[config.mk]
export PLATFORM = sky130hd
export DESIGN_NAME = vga_sync_decoder
export DESIGN_NICKNAME = d
export VERILOG_FILES = /design/src/rtl/vga_pkg.sv /design/src/rtl/vga_edge_sync.sv /design/src/rtl/vga_sync_decoder.sv
export SDC_FILE = /design/constraint.sdc
export NUM_CORES = 1
export LEC_CHECK = 0
export CORE_ASPECT_RATIO = 0.9
export CORE_MARGIN = 4
export CORE_UTILIZATION = 47
export CTS_BUF_LIST = sky130_fd_sc_hd__clkbuf_2 sky130_fd_sc_hd__clkbuf_4 sky130_fd_sc_hd__clkbuf_8
export DETAILED_ROUTE_END_ITERATION = 6
export DONT_BUFFER_PORTS = 1
export GPL_TIMING_DRIVEN = 1
export HOLD_SLACK_MARGIN = 0.05
export PLACE_DENSITY = 0.58
export SETUP_SLACK_MARGIN = 0.2
export SYNTH_ARGS = -nofsm -noshare
export SYNTH_HDL_FRONTEND = slang
export SYNTH_HIERARCHICAL = 1
export SYNTH_SLANG_ARGS = --single-unit
[constraint.sdc]
create_clock -name i_Clk -period 5.3 [get_ports i_Clk]
set_clock_uncertainty 0.15 [all_clocks]
set_input_delay 1.06 -clock i_Clk [delete_from_list [all_inputs] [get_ports i_Clk]]
set_output_delay 1.06 -clock i_Clk [all_outputs]
set_load 0.005 [all_outputs]
[src/rtl/vga_pkg.sv]
// Shared VGA definitions for the pattern generator and the sync decoder.
// Holds the 640x480 frame geometry, the lock state encoding and a small
// wrap-around counter helper.
package vga_pkg;

    localparam int unsigned VGA_VIDEO_WIDTH   = 3;
    localparam int unsigned VGA_TOTAL_COLS    = 800;
    localparam int unsigned VGA_TOTAL_ROWS    = 525;
    localparam int unsigned VGA_ACTIVE_COLS   = 640;
    localparam int unsigned VGA_ACTIVE_ROWS   = 480;
    localparam int unsigned VGA_H_FRONT_PORCH = 18;
    localparam int unsigned VGA_V_FRONT_PORCH = 10;
    localparam int unsigned VGA_H_SYNC_START  = VGA_ACTIVE_COLS + VGA_H_FRONT_PORCH;
    localparam int unsigned VGA_V_SYNC_START  = VGA_ACTIVE_ROWS + VGA_V_FRONT_PORCH;
    localparam int unsigned VGA_LOCK_FRAMES   = 2;

    typedef enum logic [1:0] {
        SEARCH,
        TRACK,
        LOCKED
    } lock_state_t;

    // Next value of a counter that wraps from 'last' back to zero.
    function automatic logic [9:0] wrap_inc(input logic [9:0] value, input logic [9:0] last);
        return (value == last) ? '0 : value + 10'd1;
    endfunction

endpackage

[src/rtl/vga_edge_sync.sv]
// Two-stage input register for one active-low sync line plus falling-edge
// detect. Both stages reset to 1 (idle) so reset release never fakes an edge.
// Ports:
//   clk   - pixel clock
//   rst_n - asynchronous active-low reset
//   sync  - raw sync input from the pin
//   fall  - high while the newer stage holds the first low sample
module vga_edge_sync (
    input  logic clk,
    input  logic rst_n,
    input  logic sync,
    output logic fall
);

    logic s1;
    logic s2;

    always_ff @(posedge clk or negedge rst_n) begin
        if (!rst_n) begin
            s1 <= 1'b1;
            s2 <= 1'b1;
        end else begin
            s1 <= sync;
            s2 <= s1;
        end
    end

    assign fall = ~s1 & s2;

endmodule

[src/rtl/vga_sync_decoder.sv]
// VGA receive front end: recovers pixel column/row from HSync/VSync, checks
// sync timing against the expected geometry, and runs a SEARCH/TRACK/LOCKED
// lock machine.
// Ports:
//   i_Clk, i_Rst_L                     - pixel clock, async active-low reset
//   i_HSync, i_VSync                   - active-low syncs
//   i_Red/Grn/Blu_Video                - pixel data in
//   o_Col_Count, o_Row_Count           - coordinates of the pixel on o_*_Video
//   o_Red/Grn/Blu_Video                - pixel data, zero outside active video
//   o_Active, o_Frame_Start, o_Locked  - qualifiers (all low while unlocked)
//   o_Sync_Err, o_Err_Count            - mismatch pulse while locked, saturating count
module vga_sync_decoder
    import vga_pkg::*;
#(
    parameter int unsigned c_VIDEO_WIDTH  = VGA_VIDEO_WIDTH,
    parameter int unsigned c_TOTAL_COLS   = VGA_TOTAL_COLS,
    parameter int unsigned c_TOTAL_ROWS   = VGA_TOTAL_ROWS,
    parameter int unsigned c_ACTIVE_COLS  = VGA_ACTIVE_COLS,
    parameter int unsigned c_ACTIVE_ROWS  = VGA_ACTIVE_ROWS,
    parameter int unsigned c_H_SYNC_START = VGA_H_SYNC_START,
    parameter int unsigned c_V_SYNC_START = VGA_V_SYNC_START,
    parameter int unsigned c_LOCK_FRAMES  = VGA_LOCK_FRAMES
) (
    input  logic                     i_Clk,
    input  logic                     i_Rst_L,
    input  logic                     i_HSync,
    input  logic                     i_VSync,
    input  logic [c_VIDEO_WIDTH-1:0] i_Red_Video,
    input  logic [c_VIDEO_WIDTH-1:0] i_Grn_Video,
    input  logic [c_VIDEO_WIDTH-1:0] i_Blu_Video,
    output logic [9:0]               o_Col_Count,
    output logic [9:0]               o_Row_Count,
    output logic [c_VIDEO_WIDTH-1:0] o_Red_Video,
    output logic [c_VIDEO_WIDTH-1:0] o_Grn_Video,
    output logic [c_VIDEO_WIDTH-1:0] o_Blu_Video,
    output logic                     o_Active,
    output logic                     o_Frame_Start,
    output logic                     o_Locked,
    output logic                     o_Sync_Err,
    output logic [7:0]               o_Err_Count
);

    localparam int unsigned W      = c_VIDEO_WIDTH;
    localparam int unsigned TMO_W  = $clog2(2 * c_TOTAL_COLS);
    localparam int unsigned GOOD_W = $clog2(c_LOCK_FRAMES + 1);

    localparam logic [9:0]        LAST_COL  = 10'(c_TOTAL_COLS - 1);
    localparam logic [9:0]        LAST_ROW  = 10'(c_TOTAL_ROWS - 1);
    localparam logic [9:0]        ACT_COLS  = 10'(c_ACTIVE_COLS);
    localparam logic [9:0]        ACT_ROWS  = 10'(c_ACTIVE_ROWS);
    localparam logic [9:0]        H_SS      = 10'(c_H_SYNC_START);
    localparam logic [9:0]        V_SS      = 10'(c_V_SYNC_START);
    localparam logic [TMO_W-1:0]  TMO_LAST  = TMO_W'(2 * c_TOTAL_COLS - 1);
    localparam logic [GOOD_W-1:0] GOOD_LAST = GOOD_W'(c_LOCK_FRAMES - 1);

    logic              h_edge;
    logic              v_edge;
    logic [3*W-1:0]    rgb_s1;
    logic [3*W-1:0]    rgb_s2;
    logic [9:0]        col_q;
    logic [9:0]        row_q;
    logic [9:0]        col_d;
    logic [9:0]        row_d;
    logic [9:0]        pred_col;
    logic [9:0]        pred_row;
    logic [TMO_W-1:0]  h_timer;
    logic [TMO_W-1:0]  h_timer_d;
    logic              timeout;
    logic              mismatch;
    lock_state_t       state;
    lock_state_t       state_d;
    logic [GOOD_W-1:0] good;
    logic [GOOD_W-1:0] good_d;
    logic              h_seen;
    logic [7:0]        err_q;
    logic [7:0]        err_d;
    logic              sync_err_q;
    logic              sync_err_d;

    vga_edge_sync u_hsync (
        .clk   (i_Clk),
        .rst_n (i_Rst_L),
        .sync  (i_HSync),
        .fall  (h_edge)
    );

    vga_edge_sync u_vsync (
        .clk   (i_Clk),
        .rst_n (i_Rst_L),
        .sync  (i_VSync),
        .fall  (v_edge)
    );

    // Edges are judged on the newer sync stage; the counters registered on
    // that cycle then line up with the older stage, which is where the RGB
    // output is taken from.
    always_comb begin
        pred_col = wrap_inc(col_q, LAST_COL);
        pred_row = (col_q == LAST_COL) ? wrap_inc(row_q, LAST_ROW) : row_q;

        col_d = pred_col;
        row_d = pred_row;
        if (v_edge) begin
            col_d = '0;
            row_d = V_SS;
        end else if (h_edge) begin
            col_d = H_SS;
        end

        timeout   = !h_edge && (h_timer == TMO_LAST);
        h_timer_d = (h_edge || timeout) ? '0 : h_timer + 1'b1;

        mismatch = (h_edge && (pred_col != H_SS))
                || (v_edge && ((pred_col != '0) || (pred_row != V_SS)))
                || timeout;
    end

    always_comb begin
        state_d    = state;
        good_d     = good;
        err_d      = err_q;
        sync_err_d = 1'b0;
        case (state)
            SEARCH: begin
                if (v_edge && h_seen) begin
                    state_d = TRACK;
                    good_d  = '0;
                end
            end
            TRACK: begin
                if (mismatch) begin
                    state_d = SEARCH;
                end else if (v_edge) begin
                    good_d = good + 1'b1;
                    if (good == GOOD_LAST) begin
                        state_d = LOCKED;
                    end
                end
            end
            LOCKED: begin
                if (mismatch) begin
                    state_d    = SEARCH;
                    sync_err_d = 1'b1;
                    if (err_q != '1) begin
                        err_d = err_q + 8'd1;
                    end
                end
            end
            default: state_d = SEARCH;
        endcase
    end

    always_ff @(posedge i_Clk or negedge i_Rst_L) begin
        if (!i_Rst_L) begin
            rgb_s1     <= '0;
            rgb_s2     <= '0;
            col_q      <= '0;
            row_q      <= '0;
            h_timer    <= '0;
            h_seen     <= 1'b0;
            state      <= SEARCH;
            good       <= '0;
            err_q      <= '0;
            sync_err_q <= 1'b0;
        end else begin
            rgb_s1     <= {i_Red_Video, i_Grn_Video, i_Blu_Video};
            rgb_s2     <= rgb_s1;
            col_q      <= col_d;
            row_q      <= row_d;
            h_timer    <= h_timer_d;
            h_seen     <= h_seen | h_edge;
            state      <= state_d;
            good       <= good_d;
            err_q      <= err_d;
            sync_err_q <= sync_err_d;
        end
    end

    assign o_Locked      = (state == LOCKED);
    assign o_Active      = o_Locked && (col_q < ACT_COLS) && (row_q < ACT_ROWS);
    assign o_Frame_Start = o_Locked && (col_q == '0) && (row_q == '0);
    assign o_Col_Count   = col_q;
    assign o_Row_Count   = row_q;
    assign o_Red_Video   = o_Active ? rgb_s2[3*W-1:2*W] : '0;
    assign o_Grn_Video   = o_Active ? rgb_s2[2*W-1:W]   : '0;
    assign o_Blu_Video   = o_Active ? rgb_s2[W-1:0]     : '0;
    assign o_Sync_Err    = sync_err_q;
    assign o_Err_Count   = err_q;

endmodule

==> flow_summary.json <==
{
  "status": "finished, final reports clean",
  "synth_fa_ha_area_frac": 0.0336,
  "start_kind": "register",
  "synth_most_common_cell": "dfrtp_1",
  "dp.cells": 403,
  "syn_area_um2": 3350,
  "path_clk_slew_ns": 0.08,
  "core_um2": 6760,
  "post_synth.cell_area_avg_um2": 10.3,
  "crit_cells": 9,
  "grt_pass1_vias": 2307,
  "rsz0062_at_grt": "false",
  "ir_worst_vdd_v": 0.000219,
  "synth_seq_cells": 67,
  "synth-edff-count": 0,
  "drive_above_1_share": 0.112,
  "route.detailed.drc": 0,
  "reg2reg_slack_ns": 1.84,
  "antenna_left": 0,
  "worst_setup_path_end_kind": "register",
  "drt_wl_total_um": 7080,
  "p_int_mw": 0.803,
  "timing.rr.start": "o_Col_Count[0]",
  "crit_required_ns": 5.42,
  "grt_use_total": 0.177,
  "fin_crit_sh": 0.653,
  "dr.pass1.iters": 4,
  "slew_headroom": 0.622,
  "place_congestion": 0.786,
  "clock_path_buffers": 2,
  "synthMuxAreaShare": 0.00634,
  "synth_top_area_share": 0.470,
  "routed_via_density": 5.65,
  "synth_common_cells": "dfrtp_1 (63), nor2_1 (35), nand3_1 (29)",
  "tightest_slew_ns": 0.565,
  "crit_fanout": 12,
  "max_freq_mhz": 289,
  "setup.worst_path.start": "o_Col_Count[0]",
  "hpwl_um": 4900,
  "seqPwrFrac": 0.523,
  "yosys-top-cells-area": "dfrtp_1 (47%), nand3_1 (4.3%), nor2_1 (3.9%)",
  "cts_buffers": 9,
  "syn-num-nets": 349,
  "grt_max_degree": 68,
  "yosys.area_share.simple": 0.265,
  "cts_max_level": 3,
  "die_height_um": 88.1,
  "p_comb_frac": 0.073,
  "crit_buf_inv": 0,
  "synth_top_family_by_area": "simple AND/OR/NAND/NOR gates",
  "via_count": 2369,
  "dieArea_um2": 8550,
  "ctsHoldBuffers": 0,
  "antenna_found_initial": 0,
  "port-buffer-count": 0,
  "synth_top_area_cell": "dfrtp_1",
  "min_period_ns": 3.46,
  "critPathArrivalTime_ns": 3.58,
  "critPathMaxStageDelay_ns": 0.57,
  "r2r_cells": 9,
  "cts_setup_buffers": 0,
  "areaGrowthSynthToFinish_pct": 7.24,
  "r2r_end": "state[0]",
  "synth_compound_area_frac": 0.0992,
  "synthFlopType": "dfrtp_1",
  "antennaDiodeCount": 0,
  "drv_cap": 0,
  "endpoint": "state[0]",
  "slowest_stage": "or4_4",
  "switching_power_mw": 0.302,
  "hp-class": "register to register",
  "finalSetupViolations": 0,
  "start_util": 0.496,
  "async_flop_share": 1.00,
  "switching_share": 0.273,
  "cts_root_buffer": "clkbuf_8",
  "ctsResizeCount": 0,
  "power_density_nw_per_um2": 307,
  "finalHoldViolCount": 0,
  "ys_seq_area_frac": 0.501,
  "clkPwrFrac": 0.404,
  "rows": 28,
  "clkLatencyLatePin_ns": 0.35,
  "synthXorXnorAreaFrac": 0.0601,
  "yosysWarnings": 6,
  "grt_overflow_total": 0,
  "worstPathCellList": "ha_1 > and4_4 > nand3_2 > or4_4 > a2111oi_4 > nand4_1 > or2_1 > or4_1 > a21oi_1",
  "utilization": 0.532,
  "clock-sinks": 67,
  "final_max_slew_viol_count": 0,
  "nets": 346,
  "synth_cell_type_count": 65,
  "fp.dieW_um": 97.1,
  "cts_tree": "done",
  "crit_type": "register to register",
  "grt_pass1_wl_um": 12000,
  "cp_top_family": "simple AND/OR/NAND/NOR gates",
  "fin_tns_setup_ns": 0,
  "drtIter0Drc": 78,
  "design.portCount": 54,
  "fin_cells": 419,
  "synth_cells": 327,
  "wl_per_cell_um": 16.9,
  "total_leakage_power_nw": 1.53
}
worst min path at each step:
stage / endpoint / cells past startpoint / slack, ns / start
finish: rgb_s2[5] / 0 / 0.20 / rgb_s1[5]
global placement: rgb_s2[4] / 0 / 0.18 / rgb_s1[4]
CTS: rgb_s2[5] / 0 / 0.20 / rgb_s1[5]
detailed placement: rgb_s2[5] / 0 / 0.18 / rgb_s1[5]
global route: rgb_s2[2] / 0 / 0.21 / rgb_s1[2]
floorplan: rgb_s2[0] / 0 / 0.18 / rgb_s1[0]
power by group through the flow:
| stage | combinational [mW] | clock [mW] | sequential, mW |
|---|---|---|---|
| after floorplan | 0.0749 | 0 | 0.574 |
| after global placement | 0.0802 | 0 | 0.587 |
| after detailed placement | 0.0815 | 0 | 0.588 |
| after CTS | 0.0814 | 0.464 | 0.578 |
| after global routing | 0.0929 | 0.488 | 0.584 |
| final | 0.0802 | 0.447 | 0.578 |
final cells by class:
type | count | area, um^2
fill | 619 | 3160
sequential | 67 | 1680
multi-input combinational | 236 | 1560
clock buffer | 9 | 124
tap | 90 | 113
clock inverter | 7 | 83.8
inverter | 10 | 37.5
per-layer routing:
layer  vias up  GRT usage  part of all wire
li1       1154          -                 -
met4         0     0.0574             0.011
met1      1163      0.235              0.46
met3         8     0.0573             0.053
met2        44      0.278              0.47
met5         -          0                 0
state kept, by name, summed over array words and instances (netlist names):
signal and cells:
u_hsync/s1 1, h_timer 11, h_seen 1, u_vsync/s2 1, o_Sync_Err 1, rgb_s1 9, u_vsync/s1 1, o_Col_Count 10
good 2, o_Err_Count 8, state 2, u_hsync/s2 1, rgb_s2 9, o_Row_Count 10
layout by cell type, fill, tap and decap left out, types with 6 or more instances in the layout:
cell type  Yosys  final
and2_1        11     11
nand3_1       29     29
ha_1           9      9
xor2_1        15     15
nor2_1        35     35
nand4_1        6      6
nand2_1       20     20
clkbuf_8       0      9
inv_1         10     10
a21oi_1        9      9
nor3_1         8      8
dfrtp_1       63     63
xnor2_1        8      8
metrics by stage:
stage               hold slack [ns]  worst slack (ns)  total power, mW  area [um^2]
floorplan                     0.181              2.26            0.649         3350
global placement              0.182              1.94            0.668         3390
detailed placement            0.185              1.88            0.670         3390
CTS                           0.205              1.86             1.12         3600
global route                  0.210              1.66             1.16         3600
finish                        0.201              1.84             1.11         3600
cell families (layout without fill, tap and decap cells):
kind of cell / count (synthesis) / count (layout)
compound gates: 43 / 43
xor+xnor: 23 / 23
fa+ha+maj: 9 / 9
buf+inv: 24 / 26
flops: 67 / 67
mux: 2 / 2
simple gates: 159 / 159
(Power assumes the default switching activity.)
